--- src/rtl/fnd_scan_ctrl.sv ---
// Scan controller for the 4-digit FND: paged mux select, blanking gap,
// active-low commons and a blinking decimal point.
module fnd_scan_ctrl #(
  parameter int CLK_DIV      = 100_000,
  parameter int GAP_CYC      = 1_000,
  parameter int BLINK_FRAMES = 125,
  parameter int DP_SLOT      = 2
) (
  input  logic       clk,
  input  logic       reset,
  input  logic       page_req,
  input  logic       dot_blink_en,
  input  logic [3:0] blank_mask,
  output logic [2:0] sel,
  output logic [3:0] fnd_com,
  output logic       fnd_dp,
  output logic       page_cur,
  output logic       frame_start
);

  localparam int CW = $clog2(CLK_DIV);
  localparam int FW =
    (BLINK_FRAMES > 1) ? $clog2(BLINK_FRAMES) : 1;

  localparam logic [CW-1:0] GAP_LD  = CW'(GAP_CYC - 1);
  localparam logic [CW-1:0] SHOW_LD =
    CW'(CLK_DIV - GAP_CYC - 1);
  localparam logic [FW-1:0] FR_LAST = FW'(BLINK_FRAMES - 1);
  localparam logic [1:0]    DP_POS  = 2'(DP_SLOT);

  typedef enum logic {
    GAP,
    SHOW
  } state_t;

  state_t        state, state_n;
  logic [CW-1:0] cnt, cnt_n;
  logic [1:0]    scan, scan_n;
  logic [FW-1:0] frame_cnt, frame_cnt_n;
  logic          blink, blink_n;
  logic          page_n;
  logic          wrap;
  logic [3:0]    com_n;
  logic          dp_n;

  always_ff @(posedge clk) begin
    if (reset) begin
      state       <= GAP;
      cnt         <= GAP_LD;
      scan        <= 2'd0;
      page_cur    <= 1'b0;
      frame_cnt   <= '0;
      blink       <= 1'b0;
      sel         <= 3'b000;
      fnd_com     <= 4'b1111;
      fnd_dp      <= 1'b1;
      frame_start <= 1'b0;
    end else begin
      state       <= state_n;
      cnt         <= cnt_n;
      scan        <= scan_n;
      page_cur    <= page_n;
      frame_cnt   <= frame_cnt_n;
      blink       <= blink_n;
      sel         <= {page_n, scan_n};
      fnd_com     <= com_n;
      fnd_dp      <= dp_n;
      frame_start <= wrap;
    end
  end

  // Outputs are built from next-state values so they stay registered.
  always_comb begin
    state_n     = state;
    cnt_n       = cnt;
    scan_n      = scan;
    page_n      = page_cur;
    frame_cnt_n = frame_cnt;
    blink_n     = blink;
    wrap        = 1'b0;
    com_n       = 4'b1111;
    dp_n        = 1'b1;

    unique case (state)
      GAP: begin
        if (cnt == '0) begin
          state_n = SHOW;
          cnt_n   = SHOW_LD;
        end else begin
          cnt_n = cnt - CW'(1);
        end
      end
      SHOW: begin
        if (cnt == '0) begin
          state_n = GAP;
          cnt_n   = GAP_LD;
          scan_n  = scan + 2'd1;
          wrap    = (scan == 2'd3);
        end else begin
          cnt_n = cnt - CW'(1);
        end
      end
      default: ;
    endcase

    if (wrap) begin
      page_n = page_req;
      if (frame_cnt == FR_LAST) begin
        frame_cnt_n = '0;
        blink_n     = ~blink;
      end else begin
        frame_cnt_n = frame_cnt + FW'(1);
      end
    end

    if (state_n == SHOW && !blank_mask[scan_n]) begin
      com_n[scan_n] = 1'b0;
      if (scan_n == DP_POS && dot_blink_en && blink_n)
        dp_n = 1'b0;
    end
  end

endmodule

--- config.mk ---
export PLATFORM = sky130hd
export DESIGN_NAME = fnd_scan_ctrl
export DESIGN_NICKNAME = d
export VERILOG_FILES = /design/src/rtl/fnd_scan_ctrl.sv
export SDC_FILE = /design/constraint.sdc
export NUM_CORES = 1
export LEC_CHECK = 0
export BUFFER_PORTS_ARGS = -buffer_cell sky130_fd_sc_hd__buf_4
export CORE_MARGIN = 3
export CORE_UTILIZATION = 30
export CTS_BUF_LIST = sky130_fd_sc_hd__clkbuf_8
export DETAILED_ROUTE_END_ITERATION = 12
export GPL_TIMING_DRIVEN = 1
export MAX_ROUTING_LAYER = met4
export PLACE_DENSITY = 0.57
export SETUP_SLACK_MARGIN = 0.05
export SKIP_CTS_REPAIR_TIMING = 1
export SLEW_MARGIN = 25
export SYNTH_ARGS = -nofsm -noshare
export SYNTH_HDL_FRONTEND = slang
export SYNTH_SLANG_ARGS = --single-unit
--- constraint.sdc ---
create_clock -name clk -period 4.8 [get_ports clk]
set_input_delay 0.96 -clock clk [delete_from_list [all_inputs] [get_ports clk]]
set_output_delay 0.96 -clock clk [all_outputs]
set_load 0.05 [all_outputs]
# Yosys cells after proc, flatten, opt, wreduce, memory -nomap -nowiden
# Index checks and enable logic that the tools add are counted.
op_classes:
  add_sub_neg: 3
  n_lt_le_gt_ge: 2
  eq_ne: 3
  muxes: 19
  bitwise_logic: 4
  reduce_logical: 7
op_table:
  columns: ["cell", "n"]
  rows:
  - ["$mux W17", 2]
  - ["$pmux W17 S2", 1]
  - ["$logic_not A17 Y1", 1]
  - ["$sub A17 B1 Y17 const B", 1]
  - ["$mux W1", 10]
  - ["$add A7 B1 Y7 const B", 1]
  - ["$eq A7 B7 Y1 const B", 1]
  - ["$mux W7", 1]
  - ["$eq A2 B2 Y1 const B", 2]
  - ["$logic_and A1 B1 Y1", 4]
  - ["$mux W2", 2]
  - ["$not A4 Y4", 1]
  - ["$lt A2 B3 Y1 const B", 1]
  - ["$not A1 Y1", 3]
  - ["$add A2 B1 Y2 const B", 1]
  - ["$bmux W1 S2", 1]
  - ["$demux W1 S2", 1]
  - ["$ge A2 B1 Y1 const B", 1]
  - ["$pmux W1 S2", 1]
  - ["$reduce_or A2 Y1", 1]
  - ["$logic_not A1 Y1", 1]
totals:
  regBits: 38
  input_bits: 8
  output_inout_bits: 10
  wordCells: 48

# Longest topological paths before layout
depth:
  depth_word: 9
  ltp_mapped: 8
  depth_no_buf: 6

# Least setup slack after synthesis
# No wires, ideal clock.
synth_timing:
  path_type: "reg2reg"
  start: "register, netlist name sel[0]"
  end: "register frame_cnt[3]"
  setup_ps: 70
  arrival_time_ps: 1898
  required_time_ps: 4730
  setup_slack_ps: 2832
  stages_incl_launch_ff: 7
  n_path_buf: 1
  period_less_slack_ps: 1968
  cell_sequence: "dfxtp_1 ha_1 and2_1 buf_2 nand3_1 or4_1 a21oi_1"
synth_lines:
  columns: ["element", "line", "text"]
  rows:
  - ["end signal, assigned", "63", "frame_cnt <= frame_cnt_n;"]
  - ["end, declared", "39", "logic [FW-1:0] frame_cnt, frame_cnt_n;"]

# Worst setup path after layout
layout_timing:
  start: "register cnt[6]"
  end: "register frame_cnt[5]"
layout_via:
  elab_chain_cells: 3
layout_rtl:
  columns: ["element", "line", "text"]
  rows:
  - ["start, declared", "37", "logic [CW-1:0] cnt, cnt_n;"]
  - ["start signal, assigned", "60", "cnt <= cnt_n;"]
  - ["$logic_not A17 Y1", "94", "if (cnt == '0) begin"]
  - ["$mux W1", "94", null]
  - ["$mux W1", "84", "unique case (state)"]
# No other way between the ends.
# A chain may end at the register's enable or synchronous reset.

==> impl_metrics.ini <==
[pwr]
pwr-share-comb_pct = 2.7
p_sw_share_pct = 20.2
static-leakage-power_nw = 0.692
switchingPower_w = 0.000118
maximum_vdd_drop_v = 0.000131
power_per_cell_area_nw_per_um2 = 310
p_seq_share_pct = 50.4
clkPwrFrac_pct = 46.9
internal_power_w = 0.000468

[worst_setup_path]
worst-path-buf-inv = 0
critical_path_required_ns = 5.02
critical_path_cell_count = 4
critPathMaxFanout = 22
worst_r2r_path_depth = 4
critical_path_arrival_ns = 2.82
worstSetupPathType = flop to flop
setup.worst_path.start_class = flop
crit_start = cnt[6]
crit_path_end_kind = flop
path_delay_family = simple AND/OR/NAND/NOR gates
critical_path.slowest_cell = sky130_fd_sc_hd__nor4_2
slowest_delay_ns = 0.79
timing.rr.start = cnt[6]
timing.critical_path.cells = nor4_2, nand4_2, or4_1, a21oi_1

[sta]
worst_slew_margin_rel_pct = 39.5
final_hold_viol_count = 0
final.hold.worst_slack_ns = 0.436
rsz0062_at_grt = no
setup_viol_count_final = 0
totalNegativeSetupSlack_ns = 0
slew_viol_final = 0
timing_worst_slew_pin_value_ns = 0.900
fin_worst_skew_ns = 0.00428
layout_min_cycle_time_ns = 2.61
timing.final.crit_share_pct = 54.3
achievable-frequency_ghz = 0.384

[clock_network]
clock_path_buffers = 2
cts_tree = done
numCtsBuffers = 5
cts_root_buffer = sky130_fd_sc_hd__clkbuf_8
clock_latency_ns = 0.28
cts.sinks = 35
worst_setup_hold_path_clk_slew_ns = 0.07
cts.htree.levels = 2

[logic_synthesis]
post_synth_num_cell_types = 45
yosysSeqAreaShare_pct = 43.5
ys_async_sr_fraction_pct = 0
synth_fp_nets = 188
synth-edff-count = 0
synth.yosys.warnings = 0
synth.cell_area_sq_um = 1610
dominantRegCellSynth = sky130_fd_sc_hd__dfxtp_1
post_synthesis_mean_instance_area_sq_um = 9.20
postSynthRegisterBits = 35
syn_inst = 175

[cells_and_area]
layout_commonest_cell = sky130_fd_sc_hd__dfxtp_1
layout.core_utilization_pct = 36.9
n_antenna_cell = 0
area_delta_synth_final_pct = 17.6
postLayoutCellArea_sq_um = 1890
mostFrequentLayoutCells = sky130_fd_sc_hd__dfxtp_1 (35), sky130_fd_sc_hd__buf_4 (17), sky130_fd_sc_hd__nor2_1 (15), sky130_fd_sc_hd__a21oi_1 (15), sky130_fd_sc_hd__nand3_1 (10)
final_layout_size_suffix_gt1_share_pct = 18.8
nets_finish = 203
layoutNonFillerInstCount = 261

[routing]
viasPerCell = 4.97
routed-via-count = 1296
met1Wirelength_um = 1650
tritonroute_pass_1_iters = 4
drc_violations_left = 0
wirelength_um = 3180
postRouteAntennaNets = 0
met2_length_um = 1370
drt_first_iter_violations = 66
drt-wirelength-per-cell_um = 12.2
met3_length_um = 134
highest_layer = met4

[floorplan]
top_level_ports = 18
rows = 26
floorplan.die_area_sq_um = 6280
die_h_um = 79.3
core_region_area_sq_um = 5140
initial_utilization_pct = 31.3
die_w_um = 79.3

[grt]
grt.total_usage_pct = 11.4
grt_start_max_net_pins = 23
number_of_global_route_vias_before_repair = 1177
first_pass_grt_wire_length_um = 5520
globalRoute.totalOverflow = 0
antenna_violations_before_repair = 0

[flow_run]
maxCapViolCount = 0

[run_status]
run_status = complete, no violations

[placement]
buffer_ports.inserted = 17
dpl.cell_count = 253
postPlaceCellArea_sq_um = 1780
detailedPlacementHpwl_um = 2190
final_gp_congestion = 0.726

[worst_hold_path]
worst_hold_path.num_cells = 1
holdCritStartpoint = cnt[0]
min-delay-path-class = flop to flop
==> registers in the layout (all words and copies together), names as in the netlist <==
signal	count
state	1
fnd_com	4
fnd_dp	1
frame_start	1
blink	1
frame_cnt	7
sel	3
cnt	17
==> final timing paths <==
check	to	slack, ns
worst min register to register	cnt[0]	0.44
worst min-delay path	cnt[0]	0.44
worst max register to register	frame_cnt[5]	2.19
worst max-delay path	frame_cnt[5]	2.19
==> layer usage <==
layer | global-route usage, % | up-vias
met5 | - | -
met4 | 4.64 | 0
met3 | 3.40 | 6
met2 | 17.2 | 23
met1 | 14.4 | 593
li1 | - | 674
==> cells in the mapped netlist, drive strengths merged (5+ instances only) <==
cell | instances | area, sq um
nand2 | 9 | 33.8
inv | 6 | 22.5
nand4 | 9 | 62.6
nand3 | 10 | 50.1
xor2 | 6 | 52.6
buf | 6 | 37.5
dfxtp | 35 | 701
ha | 5 | 62.6
nor2 | 15 | 56.3
o21ai | 6 | 30.0
a21oi | 15 | 75.1
==> kinds of logic (layout without fill, tap and decap cells) <==
kind of cell | after synthesis | in the layout | share of synthesized area, %
and+or+nand+nor | 70 | 70 | 26.7
DFF | 35 | 35 | 43.5
adders and majority gates | 5 | 5 | 3.89
xor gates and xnor gates | 9 | 9 | 4.90
buffers and inverters | 15 | 31 | 4.43
AOI/OAI and AO/OA | 40 | 40 | 15.9
muxes | 1 | 1 | 0.699
==> power by group through the flow <==
stage          clock (W)  sequential (W)  combinational (W)
3_5_place_dp           0        0.000302          0.0000164
3_3_place_gp           0        0.000302          0.0000162
2_1_floorplan          0        0.000301          0.0000104
6_report        0.000275        0.000296          0.0000161
5_1_grt         0.000299        0.000296          0.0000179
4_1_cts         0.000282        0.000296          0.0000163
==> through the flow <==
| step | setup slack, ns | total power (W) |
|---|---|---|
| after CTS | 2.22 | 0.000594 |
| after global placement | 2.34 | 0.000318 |
| after global routing | 2.05 | 0.000613 |
| after floorplan | 2.83 | 0.000311 |
| after detailed placement | 2.25 | 0.000319 |
| final | 2.19 | 0.000587 |
==> cell type report <==
cell class                 instances  area, sq um
sequential                        35          701
inverter                           6         22.5
multi-input combinational        125          838
timing repair buffer              17          128
clock inverter                     2         35.0
clock buffer                       6         82.6
fill                             539         3250
tap                               70         87.6
Note: power is estimated with default switching activity, not from simulation.
